==> src/rtl/cpu_mem_arbiter.sv <==
// Arbitrates an instruction-fetch port and a data port onto one memory port, with one transaction in flight.
// Compile with ROUND_ROBIN_EN defined for alternating grants under contention; the default is fixed data priority.
module cpu_mem_arbiter (
    input  logic        clk,
    input  logic        rst,
    input  logic        inst_req_valid,
    input  logic [31:0] inst_addr,
    output logic        inst_req_ack,
    output logic        inst_rsp_valid,
    input  logic        inst_rsp_ack,
    output logic [31:0] inst_rsp_data,
    input  logic        data_rd,
    input  logic        data_wr,
    input  logic [31:0] data_addr,
    input  logic [31:0] data_wdata,
    input  logic [3:0]  data_wstrb,
    output logic        data_req_ack,
    output logic        data_rsp_valid,
    input  logic        data_rsp_ack,
    output logic [31:0] data_rsp_data,
    output logic        mem_req_valid,
    input  logic        mem_req_ready,
    output logic [31:0] mem_addr,
    output logic        mem_wen,
    output logic [31:0] mem_wdata,
    output logic [3:0]  mem_wstrb,
    input  logic        mem_rsp_valid,
    output logic        mem_rsp_ready,
    input  logic [31:0] mem_rsp_data,
    output logic [31:0] conflict_cnt
);

    localparam logic [1:0] IDLE = 2'd0;
    localparam logic [1:0] REQ  = 2'd1;
    localparam logic [1:0] RSP  = 2'd2;

    logic [1:0]  state_r;
    logic [1:0]  state_nxt_s;
    logic        gnt_inst_r;
    logic        gnt_data_r;
    logic        last_gnt_r;     // 1 = data channel was granted last
    logic [31:0] conflict_cnt_r;

    logic        inst_want_s;
    logic        data_want_s;
    logic        both_want_s;
    logic        pick_data_s;
    logic        in_idle_s;
    logic        in_req_s;
    logic        in_rsp_s;
    logic        wen_s;

    assign inst_want_s = inst_req_valid;
    assign data_want_s = data_rd | data_wr;
    assign both_want_s = inst_want_s & data_want_s;
    assign wen_s       = gnt_data_r & data_wr;

    // Outputs are qualified with rst so they read zero while reset is held.
    assign in_idle_s = (state_r == IDLE);
    assign in_req_s  = (state_r == REQ) & ~rst;
    assign in_rsp_s  = (state_r == RSP) & ~rst;

    // Grant selection for the IDLE cycle.
    always_comb begin
        pick_data_s = 1'b0;
        if (both_want_s) begin
`ifdef ROUND_ROBIN_EN
            pick_data_s = ~last_gnt_r;
`else
            pick_data_s = 1'b1;
`endif
        end else begin
            pick_data_s = data_want_s;
        end
    end

    // Next-state logic; requests are only looked at in IDLE.
    always_comb begin
        state_nxt_s = state_r;
        case (state_r)
            IDLE: begin
                if (inst_want_s | data_want_s) begin
                    state_nxt_s = REQ;
                end else begin
                    state_nxt_s = IDLE;
                end
            end
            REQ: begin
                if (mem_req_ready) begin
                    state_nxt_s = wen_s ? IDLE : RSP;
                end else begin
                    state_nxt_s = REQ;
                end
            end
            RSP: begin
                if (mem_rsp_valid & mem_rsp_ready) begin
                    state_nxt_s = IDLE;
                end else begin
                    state_nxt_s = RSP;
                end
            end
            default: state_nxt_s = IDLE;
        endcase
    end

    // State, grant, last-grant and contention counter registers.
    always_ff @(posedge clk) begin
        if (rst) begin
            state_r        <= IDLE;
            gnt_inst_r     <= 1'b0;
            gnt_data_r     <= 1'b0;
            last_gnt_r     <= 1'b1;
            conflict_cnt_r <= 32'd0;
        end else begin
            state_r <= state_nxt_s;
            if (in_idle_s && (inst_want_s || data_want_s)) begin
                gnt_data_r <= pick_data_s;
                gnt_inst_r <= ~pick_data_s;
                last_gnt_r <= pick_data_s;
            end
            if (in_idle_s && both_want_s) begin
                conflict_cnt_r <= conflict_cnt_r + 32'd1;
            end
        end
    end

    assign mem_req_valid = in_req_s;
    assign mem_addr      = ~in_req_s   ? 32'd0 :
                           gnt_data_r  ? data_addr :
                           gnt_inst_r  ? inst_addr : 32'd0;
    assign mem_wen       = in_req_s & wen_s;
    assign mem_wdata     = (in_req_s & wen_s) ? data_wdata : 32'd0;
    assign mem_wstrb     = (in_req_s & wen_s) ? data_wstrb : 4'd0;

    assign inst_req_ack  = in_req_s & gnt_inst_r & mem_req_ready;
    assign data_req_ack  = in_req_s & gnt_data_r & mem_req_ready;

    assign mem_rsp_ready  = in_rsp_s & ((gnt_inst_r & inst_rsp_ack) | (gnt_data_r & data_rsp_ack));
    assign inst_rsp_valid = in_rsp_s & gnt_inst_r & mem_rsp_valid;
    assign data_rsp_valid = in_rsp_s & gnt_data_r & mem_rsp_valid;
    assign inst_rsp_data  = in_rsp_s ? mem_rsp_data : 32'd0;
    assign data_rsp_data  = in_rsp_s ? mem_rsp_data : 32'd0;

    assign conflict_cnt   = rst ? 32'd0 : conflict_cnt_r;

endmodule

==> config.mk <==
export PLATFORM = sky130hd
export DESIGN_NAME = cpu_mem_arbiter
export DESIGN_NICKNAME = d
export VERILOG_FILES = /design/src/rtl/cpu_mem_arbiter.sv
export SDC_FILE = /design/constraint.sdc
export NUM_CORES = 1
export LEC_CHECK = 0
export BUFFER_PORTS_ARGS = -buffer_cell sky130_fd_sc_hd__buf_2
export CAP_MARGIN = 20
export CORE_AREA = 3 3 122 124
export DETAILED_ROUTE_END_ITERATION = 12
export DIE_AREA = 0 0 125 127
export SLEW_MARGIN = 30
export SYNTH_ARGS = -nofsm -noshare
export SYNTH_HDL_FRONTEND = slang
export SYNTH_SLANG_ARGS = --single-unit
==> constraint.sdc <==
create_clock -name clk -period 2.9 [get_ports clk]
set_input_delay 0.145 -clock clk [delete_from_list [all_inputs] [get_ports clk]]
set_output_delay 0.145 -clock clk [all_outputs]
set_load 0.05 [all_outputs]
==> flow_summary_export.csv, run 1 <==
group,metric,value,unit
global_route,first_global_vias,3580,
cts,cts_root_buf,"clkbuf_16",
critical_path,cp-endpoint,"conflict_cnt_r[28]$_SDFFE_PP0P_",
cts,cts_hold_buf,0,
cts,post_cts_buffers,0,
floorplan,core,13900,um2
power_and_ir_drop,p_seq_share,35.8,%
place,dpl.hpwl,12000,um
drt,dr.pass1.iters,4,
power_and_ir_drop,power_per_cell_area,306,nW/um2
finish,final.fill_count,1523,
logic_synthesis,synth.area.top_cells,"dfxtp_1 (23%), and2_1 (14%), nor2_1 (8.2%)",
finish,final_cell_mix,"buf_2 (311), and2_1 (69), nor2_1 (65)",
logic_synthesis,synthCells,428,
timing,hold_slack,0.141,ns
drt,final_antenna_net_count,0,
logic_synthesis,yosys.cell_types.count,35,
global_route,grt_pass1_wl,21100,um
cts,clkTransAtPathRegs,0.06,ns
global_route,grt_overflow,0,
timing,finalSetupTns,0,ns
cts,cts_num_sinks,36,
job,drv_cap,0,
power_and_ir_drop,peakVddDrop,0.230,mV
power_and_ir_drop,pwr-share-comb,29.2,%
power_and_ir_drop,p_clk_share,35.0,%
timing,period_share,78.7,%
cts,cts_buffers,5,
critical_path,crit_fanout,9,
logic_synthesis,synthDominantCellAreaShare,23.4,%
timing,setup_viol,0,
power_and_ir_drop,sw_frac_of_total,33.2,%
finish,n_antenna_cell,0,
finish,layout_commonest_cell,"buf_2",
critical_path,startpoint,"conflict_cnt_r[0]$_SDFFE_PP0P_",
finish,multiInputGateArea,1970,um2
drt,drt_wl_total,14300,um
critical_path,critPathCaptureType,"flop",
global_route,track_usage,16.4,%
logic_synthesis,synthesis.nets,570,
timing,tightest_slew,0.629,ns
finish,finish.instance_area,4690,um2
critical_path,timing.rr.start,"conflict_cnt_r[0]$_SDFFE_PP0P_",
global_route,grt_max_degree,57,
finish,nets,832,
power_and_ir_drop,p_sw,0.476,mW
drt,wl_per_cell,16.4,um
critical_path,crit_type,"reg2reg",
timing,rsz0062_at_grt,"false",
logic_synthesis,synth.yosys.seq_area_share,23.4,%
power_and_ir_drop,p_total,1.43,mW
cts,clk_latency,0.27,ns
floorplan,rows,43,
run_status,status,"completed",
cts,ctsResizeCount,0,
critical_path,r2r_cells,5,
drt,drcViolationCount,0,
cts,h-tree-depth,2,
finish,regArea,721,um2
floorplan,die_h,127,um
floorplan,fp.dieW,125,um
logic_synthesis,ys_warn_count,0,
critical_path,r2r_slack,0.62,ns
timing,slew_headroom,58.1,%
logic_synthesis,synth_area,3080,um2
timing,fin_crit,2.28,ns
timing,maxSlewViolCount,0,
timing,fmax,0.438,GHz
critical_path,worstPathRequired,3.06,ns
logic_synthesis,synth_top_area_cell,"dfxtp_1",
drt,routed-via-count,3919,
floorplan,io_pins,312,
critical_path,r2r-end,"conflict_cnt_r[28]$_SDFFE_PP0P_",
critical_path,arrival,2.44,ns
place,port-buffer-count,311,
place,dp_slack,0.609,ns
logic_synthesis,avgSynthCellArea,7.19,um2
floorplan,initial_core_util,22.2,%
worst_hold_path,hold_path.class,"in2reg",
cts,clockBufferDepth,2,
timing,worst_slack,0.618,ns
global_route,antenna_found_initial,10,
timing,fin_skew,0.00702,ns
power_and_ir_drop,cellInternalPower,0.958,mW
finish,syn_to_final_growth,52.4,%
place,place_area,4560,um2
drt,dr.first_iter.drc_count,208,
floorplan,die_area,15900,um2
cts,cts_tree,"built",
place,place_congestion,0.855,
timing,finalHoldViolations,0,
finish,drive_gt1_share,49.7,%
critical_path,start_kind,"flop",
logic_synthesis,ys_ff_latch,36,
power_and_ir_drop,p_leak,2.50,nW
drt,via_per_inst,4.50,
-- kinds of logic (layout without fill, tap and decap cells) --
logic type	after synthesis	in the layout	synth area share, %
and+or+nand+nor	238	238	42.6
buffers and inverters	72	334	13.0
AOI/OAI and AO/OA	59	59	13.3
DFF	36	36	23.4
muxes	13	13	4.76
xor gates and xnor gates	9	9	2.56
adders and majority gates	1	1	0.406
-- worst max-delay path, cell delays in order (launching register included) --
cell and delay, ns:
dfxtp_1 0.39, ha_1 0.19, o211ai_1 0.19, or4_1 0.70
nor4_1 0.35, mux2_1 0.34
-- sequential cells by signal, indices dropped and copies added (netlist names) --
signal and count:
state_r 2, conflict_cnt_r 32, gnt_inst_r 1, gnt_data_r 1
-- area by class of cell --
| class | instances | area share (%) |
|---|---|---|
| clock inverters | 1 | 0.107 |
| flip-flops and latches | 36 | 15.4 |
| multi-input cells | 320 | 42.0 |
| inverters | 9 | 0.720 |
| clock buffers | 6 | 2.75 |
| well taps | 180 | 4.80 |
| repair buffers | 318 | 34.3 |
-- Yosys cell counts, drive strengths merged --
cell	number
a2111oi	1
a211o	1
a211oi	1
a21oi	12
a22oi	33
and2	69
and3	5
and4	2
buf	37
clkbuf	26
dfxtp	36
ha	1
inv	9
mux2	13
nand2	11
nand3	5
nand4	9
nor2	67
nor2b	27
nor3	6
nor3b	2
nor4	12
nor4b	1
o211ai	1
o21ai	3
o31ai	7
or2	4
or3	6
or3b	1
or4	11
xnor2	9
-- metrics by stage --
stage	util [%]	std cells
3_3_place_gp	32.8	863
2_1_floorplan	-	428
6_report	33.8	870
3_5_place_dp	32.8	863
4_1_cts	33.8	870
5_1_grt	33.8	870
-- worst min-delay path by stage --
stage,to,startpoint,cells past startpoint
floorplan,state_r[0]$_SDFF_PP0_,mem_req_ready,1
global placement,state_r[0]$_SDFF_PP0_,mem_req_ready,2
detailed placement,state_r[0]$_SDFF_PP0_,mem_req_ready,2
CTS,state_r[0]$_SDFF_PP0_,mem_req_ready,2
global route,state_r[0]$_SDFF_PP0_,mem_req_ready,2
finish,state_r[0]$_SDFF_PP0_,mem_req_ready,2
-- power by group through the flow --
stage	clock network (mW)	logic [mW]	registers, mW
floorplan	0	0.270	0.518
global placement	0	0.418	0.523
detailed placement	0	0.420	0.524
CTS	0.516	0.421	0.513
global route	0.532	0.452	0.515
finish	0.502	0.419	0.513
-- per-layer routing --
metal	up-vias	GRT usage, %	routed length (um)	part of all wire [%]
li1	1966	-	-	-
met1	1750	20.9	5950	42
met2	157	26.5	6720	47
met3	26	7.15	1370	9.6
met4	20	2.36	97	0.68
met5	-	0	137	0.96
No activity file was read; power rests on OpenSTA's default activity.
==> run 2: changes to the inputs <==
Settings changed: ABC_AREA set to 1.
Clock period 2.9 ns to 1.9 ns, I/O delays scaled along.
==> run 2 against run 1 <==
Effect of this change:
- die area stayed put
- design area is 26% higher
- worst hold slack worse by 0.046 ns
- sequential power is 56% higher
- final cell count is 32% higher
- wire length is 30% higher
- first-iteration DRC count is 73% higher
- core utilization is 8.8 points higher
- critical path type is now reg2out
==> flow_summary_export.csv, run 2 <==
group,metric,value,unit
run_status,status,"completed",
cts,clkTransAtPathRegs,0.06,ns
worst_hold_path,hp-start,"mem_req_ready",
timing,maxSlewViolCount,0,
logic_synthesis,synth.yosys.seq_area_share,20.1,%
critical_path,worstPathRequired,1.80,ns
logic_synthesis,yosys.cell_types.count,29,
cts,cts_buffers,5,
worst_hold_path,hold_path.class,"in2reg",
finish,layout_commonest_cell,"buf_2",
timing,fin_skew,0.00267,ns
drt,final_antenna_net_count,0,
place,port-buffer-count,311,
drt,drcViolationCount,0,
power_and_ir_drop,p_leak,3.16,nW
logic_synthesis,synth_top_area_cell,"dfxtp_1",
logic_synthesis,synthArstFlopShare,0,%
global_route,first_global_vias,4711,
logic_synthesis,synthFlopType,"dfxtp_1",
logic_synthesis,yosys-top-cells-count,"nor2_1 (172), nand2_1 (146), inv_1 (135), a21oi_1 (55), dfxtp_1 (36)",
logic_synthesis,ys_ff_latch,36,
global_route,grt_overflow,0,
critical_path,critPathCaptureType,"output pin",
floorplan,core,13900,um2
timing,period_share,96.5,%
floorplan,io_pins,312,
timing,finalHoldViolations,0,
finish,syn_to_final_growth,65.3,%
finish,nets,1106,
global_route,antenna_found_initial,3,
global_route,grt_pass1_wl,27400,um
floorplan,die_area,15900,um2
finish,top_regs,"conflict_cnt_r (32), state_r (2)",
logic_synthesis,synthCells,686,
cts,clockBufferDepth,2,
critical_path,arrival,1.74,ns
logic_synthesis,synth_area,3580,um2
finish,drive_gt1_share,42.1,%
drt,via_per_inst,4.45,
timing,hold_slack,0.0952,ns
critical_path,crit_type,"reg2out",
timing,slew_headroom,75.0,%
cts,cts_num_sinks,36,
place,place_congestion,0.916,
global_route,grt_max_degree,34,
logic_synthesis,avgSynthCellArea,5.21,um2
floorplan,initial_core_util,25.8,%
critical_path,r2r_slack,0.25,ns
floorplan,fp.dieW,125,um
logic_synthesis,synth.area.top_cells,"dfxtp_1 (20%), nor2_1 (18%), nand2_1 (15%)",
finish,final_cell_mix,"buf_2 (267), nand2_1 (146), inv_1 (134)",
critical_path,startpoint,"state_r[1]$_SDFF_PP0_",
cts,cts_tree,"built",
logic_synthesis,synth.most_common_cell,"nor2_1",
critical_path,timing.rr.start,"conflict_cnt_r[1]$_SDFFE_PP0P_",
finish,largest_reg_flops,32,
timing,fmax,0.546,GHz
floorplan,rows,43,
power_and_ir_drop,peakVddDrop,0.308,mV
timing,setup_viol,0,
drt,wl_per_cell,16.1,um
timing,fin_crit,1.83,ns
drt,routed-via-count,5101,
global_route,track_usage,21.8,%
logic_synthesis,synthesis.nets,828,
critical_path,crit_fanout,33,
floorplan,die_h,127,um
timing,tightest_slew,0.374,ns
logic_synthesis,ys_warn_count,0,
finish,top_register,"conflict_cnt_r",
cts,cts_root_buf,"clkbuf_16",
finish,finish.utilization,42.6,%
drt,dr.first_iter.drc_count,359,
cts,h-tree-depth,2,
place,dpl.hpwl,15400,um
timing,rsz0062_at_grt,"true",
logic_synthesis,synth-edff-count,0,
cts,clk_latency,0.28,ns
power_and_ir_drop,p_total,3.11,mW
drt,dr.pass1.iters,5,
critical_path,start_kind,"flop",
job,drv_cap,0,
drt,drt_wl_total,18500,um
logic_synthesis,synthDominantCellAreaShare,20.1,%
power_and_ir_drop,power_per_cell_area,526,nW/um2
## run 2: cell count changes after synthesis, moves of 15 or more
cell / delta
a22oi_1: -33
inv_1: +126
nor2b_1: -27
nand2_1: +135
and2_1: -68
nand3_1: +28
nor2_1: +105
a21oi_1: +43
clkbuf_1: -15
## run 2: cells by family (layout without fill, tap and decap cells)
logic type	count (synthesis)	after routing	share of synthesized area, %
buffers and inverters	196	475	24.8
AND/OR/NAND/NOR	388	388	45.2
flip-flops	36	36	20.1
other	0	2	0
AO/OA/AOI/OAI	63	63	9.06
XOR/XNOR	2	2	0.490
adder cells (fa/ha/maj)	1	1	0.350
## run 2: critical path, stage by stage (launching register included)
cell	delay, ns
dfxtp_2	0.38
nand2_1	0.12
nor2_1	0.14
inv_1	0.05
buf_4	0.24
nor2_1	0.22
buf_2	0.30
## run 2: path summary, 6_finish.rpt
path,endpoint,cells past startpoint
worst min register to register,conflict_cnt_r[8]$_SDFFE_PP0P_,2
worst max-delay path,data_rsp_data[18],6
worst max register to register,conflict_cnt_r[26]$_SDFFE_PP0P_,8
worst min-delay path,state_r[0]$_SDFF_PP0_,2
## run 2: layer usage
metal	vias to the layer above	GRT usage, %	wire [um]
met2	265	33.9	8280
met3	8	6.77	1980
met5	-	0	11
li1	2563	-	-
met4	2	2.04	106
met1	2263	30.8	8140
## run 2: where the power goes
part | internal (mW) | switching, mW
registers | 0.780 | 0.0228
logic | 0.371 | 0.925
clock network | 0.691 | 0.323
## run 2: layout make-up
type / count / area, um2
Clock buffer: 7 / 153
Fill cell: 1517 / 7970
Antenna cell: 2 / 5.00
Timing Repair Buffer: 328 / 1980
Multi-Input combinational cell: 454 / 2260
Inverter: 139 / 529
Clock inverter: 1 / 30.0
Tap cell: 180 / 225
Sequential cell: 36 / 723
## run 2: metrics by stage
step           setup slack, ns  setup TNS, ns  std cells  area (um2)
5_1_grt                -0.0268         -0.381       1147        5910
6_report                0.0669              0       1147        5910
4_1_cts                0.00664              0       1145        5820
2_1_floorplan           -0.161         -13.36        686        3870
3_3_place_gp             0.196              0       1132        5430
3_5_place_dp             0.179              0       1132        5430
## run 2: what timing repair did
| item | in CTS | in global routing |
|---|---|---|
| endpoints found under the hold margin | 0 | 0 |
| setup endpoints to repair | 29 | 34 |
| pin swaps | 1 | 0 |
| buffers inserted | 4 | 0 |
| gates resized for setup | 52 | 33 |
| gates cloned | 1 | 0 |
| hold buffers | 0 | 0 |
